[src/rtl/waveform_render_ctrl_if.sv]
// -----------------------------------------------------------------------------
// waveform_render_ctrl_if
// Bundles the sample stream, framebuffer write port and status lines of the
// waveform render controller.
//   master : the controller (drives sample_ready, fb_*, status)
//   slave  : the surroundings (drive frame_pulse, sample_valid, sample_data)
// Signals:
//   frame_pulse    one-cycle pulse at start of each VGA frame
//   sample_valid   sample_data valid
//   sample_data    signed sample
//   sample_ready   controller accepts a sample this cycle
//   fb_wr_en       framebuffer write strobe
//   fb_wr_addr     pixel address, y*SCREEN_WIDTH+x
//   fb_wr_data     pixel value (1 = trace, 0 = background)
//   fb_wr_buf      buffer being written (always ~fb_rd_buf)
//   fb_rd_buf      buffer shown by the display path
//   render_busy    frame still incomplete
//   frame_dropped  frame_pulse arrived before the frame was complete
// -----------------------------------------------------------------------------
interface waveform_render_ctrl_if #(
   parameter int SCREEN_WIDTH  = 640,
   parameter int SCREEN_HEIGHT = 480,
   parameter int SAMPLE_WIDTH  = 12
);
   localparam int ADDR_W = $clog2(SCREEN_WIDTH * SCREEN_HEIGHT);

   logic                           frame_pulse;
   logic                           sample_valid;
   logic signed [SAMPLE_WIDTH-1:0] sample_data;
   logic                           sample_ready;
   logic                           fb_wr_en;
   logic [ADDR_W-1:0]              fb_wr_addr;
   logic                           fb_wr_data;
   logic                           fb_wr_buf;
   logic                           fb_rd_buf;
   logic                           render_busy;
   logic                           frame_dropped;

   modport master (
      input  frame_pulse, sample_valid, sample_data,
      output sample_ready, fb_wr_en, fb_wr_addr, fb_wr_data,
             fb_wr_buf, fb_rd_buf, render_busy, frame_dropped
   );

   modport slave (
      output frame_pulse, sample_valid, sample_data,
      input  sample_ready, fb_wr_en, fb_wr_addr, fb_wr_data,
             fb_wr_buf, fb_rd_buf, render_busy, frame_dropped
   );
endinterface

[src/rtl/waveform_render_ctrl.sv]
// -----------------------------------------------------------------------------
// waveform_render_ctrl
// Renders one audio frame into the back half of a double-buffered 1-bit
// framebuffer: one signed sample per column, every pixel of the column is
// written (clear and draw in one pass), column-major. Buffers swap on the
// first frame_pulse after the whole frame has been rendered.
// Ports:
//   clk     pixel clock
//   resetn  asynchronous active-low reset
//   bus     waveform_render_ctrl_if.master (sample stream, fb write port,
//           buffer select, status)
// Optional feature macro: THICK_TRACE_EN
//   defined   -> consecutive samples joined by a vertical segment
//   undefined -> single-pixel trace
// -----------------------------------------------------------------------------
module waveform_render_ctrl #(
   parameter int SCREEN_WIDTH  = 640,
   parameter int SCREEN_HEIGHT = 480,
   parameter int SAMPLE_WIDTH  = 12,
   parameter int SCALE_SHIFT   = 3
) (
   input  logic                   clk,
   input  logic                   resetn,
   waveform_render_ctrl_if.master bus
);

   localparam int X_W    = $clog2(SCREEN_WIDTH);
   localparam int Y_W    = $clog2(SCREEN_HEIGHT);
   localparam int ADDR_W = $clog2(SCREEN_WIDTH * SCREEN_HEIGHT);
   localparam int T_W    = SAMPLE_WIDTH + 2;

   localparam logic [X_W-1:0]        X_LAST     = X_W'(SCREEN_WIDTH - 1);
   localparam logic [Y_W-1:0]        Y_LAST     = Y_W'(SCREEN_HEIGHT - 1);
   localparam logic [Y_W-1:0]        Y_MID      = Y_W'(SCREEN_HEIGHT / 2);
   localparam logic [ADDR_W-1:0]     ROW_STRIDE = ADDR_W'(SCREEN_WIDTH);
   localparam logic signed [T_W-1:0] T_MID      = T_W'(SCREEN_HEIGHT / 2);
   localparam logic signed [T_W-1:0] T_MAX      = T_W'(SCREEN_HEIGHT - 1);

   typedef enum logic [1:0] {
      WAIT_SAMPLE = 2'd0,
      COLUMN      = 2'd1,
      DONE        = 2'd2
   } state_t;

   // Map a sample to a row: centre minus the scaled sample (positive plots
   // upward), clamped to the visible rows.
   function automatic logic [Y_W-1:0] map_row(input logic signed [SAMPLE_WIDTH-1:0] s);
      logic signed [T_W-1:0] v;
      logic signed [T_W-1:0] t;
      v = {{2{s[SAMPLE_WIDTH-1]}}, s};
      v = v >>> SCALE_SHIFT;
      t = T_MID - v;
      if (t[T_W-1]) begin
         map_row = {Y_W{1'b0}};
      end else if (t > T_MAX) begin
         map_row = Y_LAST;
      end else begin
         map_row = t[Y_W-1:0];
      end
   endfunction

`ifdef THICK_TRACE_EN
   // Pixel is lit anywhere on the segment joining the previous and current row.
   function automatic logic pixel_on(input logic [Y_W-1:0] y,
                                     input logic [Y_W-1:0] tgt,
                                     input logic [Y_W-1:0] prev);
      logic [Y_W-1:0] lo;
      logic [Y_W-1:0] hi;
      if (tgt < prev) begin
         lo = tgt;
         hi = prev;
      end else begin
         lo = prev;
         hi = tgt;
      end
      pixel_on = (y >= lo) && (y <= hi);
   endfunction
`else
   // Pixel is lit only on the target row.
   function automatic logic pixel_on(input logic [Y_W-1:0] y,
                                     input logic [Y_W-1:0] tgt);
      pixel_on = (y == tgt);
   endfunction
`endif

   state_t            r_state;
   logic [X_W-1:0]    r_x;
   logic [Y_W-1:0]    r_y;          // row currently presented on the write port
   logic [Y_W-1:0]    r_y_tgt;
   logic              r_fb_wr_en;
   logic [ADDR_W-1:0] r_fb_wr_addr;
   logic              r_fb_wr_data;
   logic              r_fb_wr_buf;
   logic              r_fb_rd_buf;
   logic              r_frame_dropped;

   logic [Y_W-1:0]    w_row_acc;
   logic [Y_W-1:0]    w_y_next;
   logic              w_data_first;
   logic              w_data_next;

   assign w_row_acc = map_row(bus.sample_data);
   assign w_y_next  = r_y + Y_W'(1);

`ifdef THICK_TRACE_EN
   logic [Y_W-1:0]    r_y_prev;
   logic [Y_W-1:0]    w_prev_acc;

   // Column 0 has no predecessor, so it joins to itself.
   assign w_prev_acc   = (r_x == {X_W{1'b0}}) ? w_row_acc : r_y_tgt;
   assign w_data_first = pixel_on({Y_W{1'b0}}, w_row_acc, w_prev_acc);
   assign w_data_next  = pixel_on(w_y_next, r_y_tgt, r_y_prev);
`else
   assign w_data_first = pixel_on({Y_W{1'b0}}, w_row_acc);
   assign w_data_next  = pixel_on(w_y_next, r_y_tgt);
`endif

   // Render sequencer: row 0 is issued on the accept edge so the first write
   // is visible the cycle after valid&ready; the address steps by one row
   // stride per cycle instead of multiplying.
   always_ff @(posedge clk or negedge resetn) begin
      if (!resetn) begin
         r_state         <= WAIT_SAMPLE;
         r_x             <= {X_W{1'b0}};
         r_y             <= {Y_W{1'b0}};
         r_y_tgt         <= Y_MID;
         r_fb_wr_en      <= 1'b0;
         r_fb_wr_addr    <= {ADDR_W{1'b0}};
         r_fb_wr_data    <= 1'b0;
         r_fb_wr_buf     <= 1'b1;
         r_fb_rd_buf     <= 1'b0;
         r_frame_dropped <= 1'b0;
`ifdef THICK_TRACE_EN
         r_y_prev        <= Y_MID;
`endif
      end else begin
         r_frame_dropped <= 1'b0;
         case (r_state)
            WAIT_SAMPLE: begin
               if (bus.frame_pulse) begin
                  r_frame_dropped <= 1'b1;
               end
               if (bus.sample_valid) begin
                  r_y_tgt      <= w_row_acc;
`ifdef THICK_TRACE_EN
                  r_y_prev     <= w_prev_acc;
`endif
                  r_y          <= {Y_W{1'b0}};
                  r_fb_wr_en   <= 1'b1;
                  r_fb_wr_addr <= ADDR_W'(r_x);
                  r_fb_wr_data <= w_data_first;
                  r_state      <= COLUMN;
               end else begin
                  r_fb_wr_en   <= 1'b0;
               end
            end
            COLUMN: begin
               if (bus.frame_pulse) begin
                  r_frame_dropped <= 1'b1;
               end
               if (r_y == Y_LAST) begin
                  r_fb_wr_en   <= 1'b0;
                  r_fb_wr_data <= 1'b0;
                  if (r_x == X_LAST) begin
                     r_state <= DONE;
                  end else begin
                     r_x     <= r_x + X_W'(1);
                     r_state <= WAIT_SAMPLE;
                  end
               end else begin
                  r_y          <= w_y_next;
                  r_fb_wr_en   <= 1'b1;
                  r_fb_wr_addr <= r_fb_wr_addr + ROW_STRIDE;
                  r_fb_wr_data <= w_data_next;
               end
            end
            DONE: begin
               r_fb_wr_en <= 1'b0;
               if (bus.frame_pulse) begin
                  r_fb_rd_buf <= ~r_fb_rd_buf;
                  r_fb_wr_buf <= ~r_fb_wr_buf;
                  r_x         <= {X_W{1'b0}};
                  r_state     <= WAIT_SAMPLE;
               end
            end
            default: begin
               r_fb_wr_en <= 1'b0;
               r_state    <= WAIT_SAMPLE;
            end
         endcase
      end
   end

   assign bus.sample_ready  = (r_state == WAIT_SAMPLE);
   assign bus.render_busy   = (r_state != DONE);
   assign bus.fb_wr_en      = r_fb_wr_en;
   assign bus.fb_wr_addr    = r_fb_wr_addr;
   assign bus.fb_wr_data    = r_fb_wr_data;
   assign bus.fb_wr_buf     = r_fb_wr_buf;
   assign bus.fb_rd_buf     = r_fb_rd_buf;
   assign bus.frame_dropped = r_frame_dropped;

endmodule

[src/flat_wrapper.sv]
// flat-port wrapper written by rule: the top's interface ports become plain ports
module waveform_render_ctrl_flat 
#(
   parameter int SCREEN_WIDTH  = 640,
   parameter int SCREEN_HEIGHT = 480,
   parameter int SAMPLE_WIDTH  = 12,
   parameter int SCALE_SHIFT   = 3
)
  (clk, resetn, bus_frame_pulse, bus_sample_valid, bus_sample_data, bus_sample_ready, bus_fb_wr_en, bus_fb_wr_addr, bus_fb_wr_data, bus_fb_wr_buf, bus_fb_rd_buf, bus_render_busy, bus_frame_dropped);
  waveform_render_ctrl_if #(.SCREEN_WIDTH(SCREEN_WIDTH), .SCREEN_HEIGHT(SCREEN_HEIGHT), .SAMPLE_WIDTH(SAMPLE_WIDTH)) bus_i ();
  input  logic clk;
  input  logic resetn;
  input wire logic [$bits(bus_i.frame_pulse)-1:0] bus_frame_pulse;
  input wire logic [$bits(bus_i.sample_valid)-1:0] bus_sample_valid;
  input wire logic [$bits(bus_i.sample_data)-1:0] bus_sample_data;
  output wire logic [$bits(bus_i.sample_ready)-1:0] bus_sample_ready;
  output wire logic [$bits(bus_i.fb_wr_en)-1:0] bus_fb_wr_en;
  output wire logic [$bits(bus_i.fb_wr_addr)-1:0] bus_fb_wr_addr;
  output wire logic [$bits(bus_i.fb_wr_data)-1:0] bus_fb_wr_data;
  output wire logic [$bits(bus_i.fb_wr_buf)-1:0] bus_fb_wr_buf;
  output wire logic [$bits(bus_i.fb_rd_buf)-1:0] bus_fb_rd_buf;
  output wire logic [$bits(bus_i.render_busy)-1:0] bus_render_busy;
  output wire logic [$bits(bus_i.frame_dropped)-1:0] bus_frame_dropped;
  assign bus_i.frame_pulse = bus_frame_pulse;
  assign bus_i.sample_valid = bus_sample_valid;
  assign bus_i.sample_data = bus_sample_data;
  assign bus_sample_ready = bus_i.sample_ready;
  assign bus_fb_wr_en = bus_i.fb_wr_en;
  assign bus_fb_wr_addr = bus_i.fb_wr_addr;
  assign bus_fb_wr_data = bus_i.fb_wr_data;
  assign bus_fb_wr_buf = bus_i.fb_wr_buf;
  assign bus_fb_rd_buf = bus_i.fb_rd_buf;
  assign bus_render_busy = bus_i.render_busy;
  assign bus_frame_dropped = bus_i.frame_dropped;
  waveform_render_ctrl #(.SCREEN_WIDTH(SCREEN_WIDTH), .SCREEN_HEIGHT(SCREEN_HEIGHT), .SAMPLE_WIDTH(SAMPLE_WIDTH), .SCALE_SHIFT(SCALE_SHIFT)) u_core (.clk(clk), .resetn(resetn), .bus(bus_i));
endmodule
[config.mk]
export PLATFORM = sky130hd
export DESIGN_NAME = waveform_render_ctrl_flat
export DESIGN_NICKNAME = d
export VERILOG_FILES = /design/src/rtl/waveform_render_ctrl_if.sv /design/src/rtl/waveform_render_ctrl.sv /design/src/flat_wrapper.sv
export SDC_FILE = /design/constraint.sdc
export NUM_CORES = 1
export LEC_CHECK = 0
export BUFFER_PORTS_ARGS = -buffer_cell sky130_fd_sc_hd__buf_2
export CAP_MARGIN = 20
export CORE_MARGIN = 8
export CORE_UTILIZATION = 55
export DETAILED_ROUTE_END_ITERATION = 8
export PLACE_DENSITY = 0.77
export SETUP_SLACK_MARGIN = 0.4
export SLEW_MARGIN = 20
export SYNTH_ARGS = -nofsm -noshare
export SYNTH_HDL_FRONTEND = slang
export SYNTH_SLANG_ARGS = --single-unit
[constraint.sdc]
create_clock -name clk -period 3.12 [get_ports clk]
set_clock_uncertainty 0.05 [all_clocks]
set_input_delay 0.156 -clock clk [delete_from_list [all_inputs] [get_ports clk]]
set_output_delay 0.156 -clock clk [all_outputs]
set_load 0.01 [all_outputs]
* Word-level counts from Yosys, hierarchy flattened
Index checks and enable logic that the tools add are counted.
** Operators by class
- Add/subtract/negate cells :: 4
- Mux-type cells :: 25
- Divide/modulo/power cells :: 0
- Eq/ne operators :: 11
- Reductions and logical operators :: 11
- Shift-type cells :: 0
- Bitwise operators :: 2
- Magnitude comparators :: 1
- Multiply operators :: 0
** Operators by type and width (count)
- $mux 19 :: 2
- $pmux 19 s2 :: 1
- $mux 9 :: 4
- $mux 10 :: 3
- $pmux 10 s2 :: 1
- $add 19x10->19 const B :: 1
- $pmux 9 s2 :: 1
- $gt 14x10->1 const B :: 1
- $add 10x1->10 const B :: 1
- $eq 10x10->1 const B :: 1
- $ne 2x2->1 const B :: 5
- $sub 9x9->10 const A :: 1
- $add 9x1->9 const B :: 1
- $eq 9x9->1 :: 1
- $eq 9x9->1 const B :: 1
- $logic_not 9->1 :: 1
- $mux 2 :: 4
- $mux 1 :: 6
- $pmux 2 s3 :: 1
- $reduce_and 2->1 :: 3
- $reduce_and 3->1 :: 2
- $pmux 1 s2 :: 2
- $reduce_and 4->1 :: 1
- $reduce_bool 2->1 :: 2
- other kinds (6) :: 7
** Word-level totals
- Flip-flop bits (word level) :: 54
- Bits in read-only memories :: 0
- Latch bits :: 0
- Memory bits (writable) :: 0
- Word-level logic and storage cells :: 64
- Output and inout port bits :: 26
- Input port bits :: 16
- Memories kept :: 0

* Depth between registers and ports, before layout
- Word-level depth :: 7
- Mapped depth :: 7
- Depth with buffers taken out :: 7

* Worst setup path after synthesis
OpenSTA, ideal clock, no wires.
- Path kind :: register to register
- Start point :: register u_core.r_y[0]
- End point :: register u_core.r_x[9]
- Path buffers :: 0
- Cell stages (with the launch flop) :: 7
- Arrival :: 1865 ps
- Required time :: 2993 ps
- Setup time :: 77 ps
- Setup slack :: 1128 ps
- Cells stage by stage :: dfrtp_1 ha_1 nand4_1 nor2_1 a31oi_1 or4_1 a21oi_1
** On the way
- Cells in the longest elaborated chain, start to end :: 3
** Ends and longest elaborated chain
- start: declaration :: line waveform_render_ctrl.sv:88 : logic [Y_W-1:0] r_y;
- start signal: assignment :: line waveform_render_ctrl.sv:125 : r_y <= {Y_W{1'b0}};
- start signal: assignment :: line waveform_render_ctrl.sv:148 : r_y <= {Y_W{1'b0}};
- start signal: assignment :: line waveform_render_ctrl.sv:171 : r_y <= w_y_next;
- $eq 9x9->1 :: line waveform_render_ctrl.sv:161 : if (r_y == Y_LAST) begin
- $ne 2x1->1 (no source line)
- $reduce_and 4->1 (no source line)
- end signal: assignment :: line waveform_render_ctrl.sv:124 : r_x <= {X_W{1'b0}};
- end signal: assignment :: line waveform_render_ctrl.sv:167 : r_x <= r_x + X_W'(1);
- end signal: assignment :: line waveform_render_ctrl.sv:182 : r_x <= {X_W{1'b0}};
- end: declaration :: line waveform_render_ctrl.sv:87 : logic [X_W-1:0] r_x;
Every way passes these cells.
A chain may end at the register's enable or synchronous reset.

* Worst setup path after layout
Same ends and word-level chain as after synthesis.

==> results.md <==
* Die Wd at 90.5 microns
* Setup CP Type: flop to flop
* Hold Crit Class: primary input to flop
* Largest delay contributor family on the critical path: simple AND/OR/NAND/NOR gates
* Leakage at 1.50 nW
* # IOs at 42
* Status: finished clean
* Critical path buffers and inverters at 1
* Synth Area in Compound Gates at 17.9%
* Post-CTS Resized at 0
* Placer Congestion at 0.840
* Yosys Warn Count at 0
* Cell Pwr Density at 660 nW/um^2
* Final setup viols at 0
* Filler cells at 493
* Share of cells above drive strength 1 at 15.4%
* RSZ-0062 raised after global routing: false
* Fin nets at 403
* Buffers inserted by post-CTS timing repair at 0
* CORE AREA at 5440 sq um
* CTS Buf Count at 5
* Setup TNS at 0 ps
* Register area at 1360 sq um
* CTS clk-pin slew, worst paths at 90 ps
* Count of final max-slew check failures at 0
* Initial Utilization at 56.1%
* Post-route antenna net violation count at 0
* Die Ht at 90.5 microns
* CTS Buffer Depth at 2
* Util after Layout at 62.8%
* ANT cells at 0
* Final worst path period share at 75.8%
* GR met3 Demand/Resource at 3.91%
* Worst setup SP type: flop
* Final HPWL DP at 4910 microns
* Vias in the first global route at 2617
* Clock Latency Late Sink at 310 ps
* Post-synthesis mux area share at 0.328%
* Initial antenna violation count at 0
* Max stage delay on crit path at 500 ps
* Largest family of logic cells by synthesized area: simple AND/OR/NAND/NOR gates
* Port Buffer Count at 38
* Max Freq at 0.423 GHz
* Worst-path fanout max at 19
* Met1 GRT Util at 21.3%
* Post-synth net total at 368
* Syn Inst Count at 348
* CTS Sinks at 54
* Syn Std Cell Area at 3050 sq um
* Synth top area share at 40.2%
* Area of the multi-input gates at 1580 sq um
* Netlist cell types at 51
* M2 GR Usage at 27.8%
* Most Crowded Layer GR: met2
* Critical path arrival at 2550 ps
* Routed vias/inst at 5.77
* Worst vdd ir at 0.293 mV
* Simple-gate share of the synthesized area at 23.8%
* Via Count at 2631
* XOR/XNOR Fraction of Synth Area at 8.04%
* Critical-path top delay cell: or4_1
* Commonest cells after routing, fill and taps aside: 58 x nand2_1, 49 x dfrtp_1, 38 x buf_2
* Asr flop ratio synth at 100%
* Synth Area in Adders at 1.64%
* Final min period at 2360 ps
* Post-Route WL at 6650 microns
* Power Total at 2.25 mW
* Primary FF master, synth: dfrtp_1
* WL/cell at 14.6 microns
* H-tree levels at 2
* Final Hold Fails at 0
* First-pass GRT wire length at 12000 microns
* Yosys reg bits at 54
* CTS tree: built
* Slew headroom at 46.9%
* Critical-path cell list: ha_1 -> nand4_1 -> nor2_1 -> a31oi_1 -> buf_4 -> or4_1 -> a21oi_1
* Initial DRC count at 182
* Mean Syn Cell Area at 8.77 sq um
* DRC viols at 0
* Max Cap Viol at 0
* Most common cell after layout, fill and taps aside: nand2_1
* Overall routing resource usage at 17.0%
* Nature of the critical path endpoint: flop
* Number of flops mapped to enable cells by yosys at 0
* Post-route cell area at 3410 sq um
* Worst EP required at 3300 ps
* Synth-to-layout area growth at 11.9%
* Root buffer cell: clkbuf_8
* Grt ovf at 0
* Register area share after synthesis at 44.5%
* Yosys top cell by area: dfrtp_1
* Worst-margin pin slew at 796 ps
* Full die area at 8190 sq um
* Post-CTS Hold Fix Bufs at 1
* Largest net degree at the start of global routing at 37
* Synth area leaders: dfrtp_1 40%, nand2_1 7.1%, xnor2_1 6.3%
* DRT Pass-1 Iters at 4
* Placed inst area at 3310 sq um
* Num rows at 27
==> metrics by stage <==
| step | hold WS [ps] | instances | setup slack, ps |
|---|---|---|---|
| 6_report | 41.8 | 456 | 756 |
| 5_1_grt | 65.5 | 456 | 550 |
| 4_1_cts | 29.2 | 456 | 788 |
| 3_5_place_dp | 241 | 447 | 819 |
| 3_3_place_gp | 247 | 447 | 864 |
| 2_1_floorplan | -190 | 348 | 1130 |
==> worst reg2reg max path, cell delays in order, from the launching register on <==
cell     delay (ps)
dfrtp_1         490
ha_1            330
nand4_1         270
nor2_1          200
a31oi_1         100
buf_4           210
or4_1           510
a21oi_1         150
==> cell usage after synthesis (all sizes together) (2+ instances only) <==
cell type	instances
a2111oi	2
a211oi	5
a21oi	18
a31oi	3
and2	6
and3	2
and4	2
buf	4
clkbuf	14
dfrtp	49
dfstp	5
ha	4
inv	11
nand2	58
nand2b	5
nand3	12
nand4	6
nand4b	2
nor2	26
nor2b	4
nor3	4
nor3b	3
nor4	3
o211a	2
o211ai	4
o21a	4
o21ai	25
o311ai	2
o31ai	6
o41ai	3
or3	6
or4	7
xnor2	22
xor2	6
==> worst paths after layout <==
check / slack (ps) / to / from / cells after the start
min in group asynchronous: 420 / u_core.r_x[8]$_DFFE_PN0P_ / resetn / 2
worst min-delay path: 40 / u_core.r_state[1]$_DFFE_PN0P_ / bus_frame_pulse / 2
worst min register to register: 430 / u_core.bus.fb_rd_buf$_DFFE_PN0P_ / u_core.bus.fb_rd_buf$_DFFE_PN0P_ / 1
max in group asynchronous: 1800 / u_core.r_y_tgt[7]$_DFFE_PN1P_ / resetn / 3
worst max-delay path: 760 / u_core.r_x[9]$_DFFE_PN0P_ / u_core.r_y[0]$_DFFE_PN0P_ / 7
worst max register to register: 760 / u_core.r_x[9]$_DFFE_PN0P_ / u_core.r_y[0]$_DFFE_PN0P_ / 7
==> area by class of cell <==
cell class                 count  share of cell area, %
sequential                    54                   39.8
multi-input combinational    265                   46.2
inverter                      11                   1.21
tap                           72                   2.64
clock buffer                   5                   2.02
timing repair buffer          46                   7.40
clock inverter                 3                  0.770
==> flip-flops by register name, summed over array words and instances, names as in the netlist <==
signal and cells:
u_core.r_state 2, u_core.bus.frame_dropped 1, u_core.bus.fb_wr_addr 19, u_core.bus.fb_wr_en 1
u_core.r_x 10, u_core.bus.fb_wr_data 1, u_core.r_y_tgt 9, u_core.bus.fb_wr_buf 1
u_core.r_y 9, u_core.bus.fb_rd_buf 1
==> power breakdown <==
| group | leakage, nW | switching (mW) | internal, mW |
|---|---|---|---|
| logic | 0.765 | 0.412 | 0.363 |
| registers | 0.686 | 0.198 | 0.885 |
| clock network | 0.0483 | 0.234 | 0.162 |
| total | 1.50 | 0.844 | 1.41 |
==> layer usage <==
metal | routed length [microns] | part of all wire (%) | vias up
met2 | 3190 | 48 | 68
met5 | 0 | 0 | -
met1 | 3100 | 47 | 1252
met3 | 292 | 4.4 | 6
met4 | 70 | 1.1 | 0
li1 | - | - | 1305
==> kinds of logic (layout without fill, tap and decap cells) <==
group | after synthesis | in the layout
AOI/OAI and AO/OA | 84 | 84
xor gates and xnor gates | 28 | 28
adders and majority gates | 4 | 4
buffers and inverters | 29 | 65
DFF | 54 | 54
muxes | 1 | 1
and+or+nand+nor | 148 | 148
(Power assumes the default switching activity.)
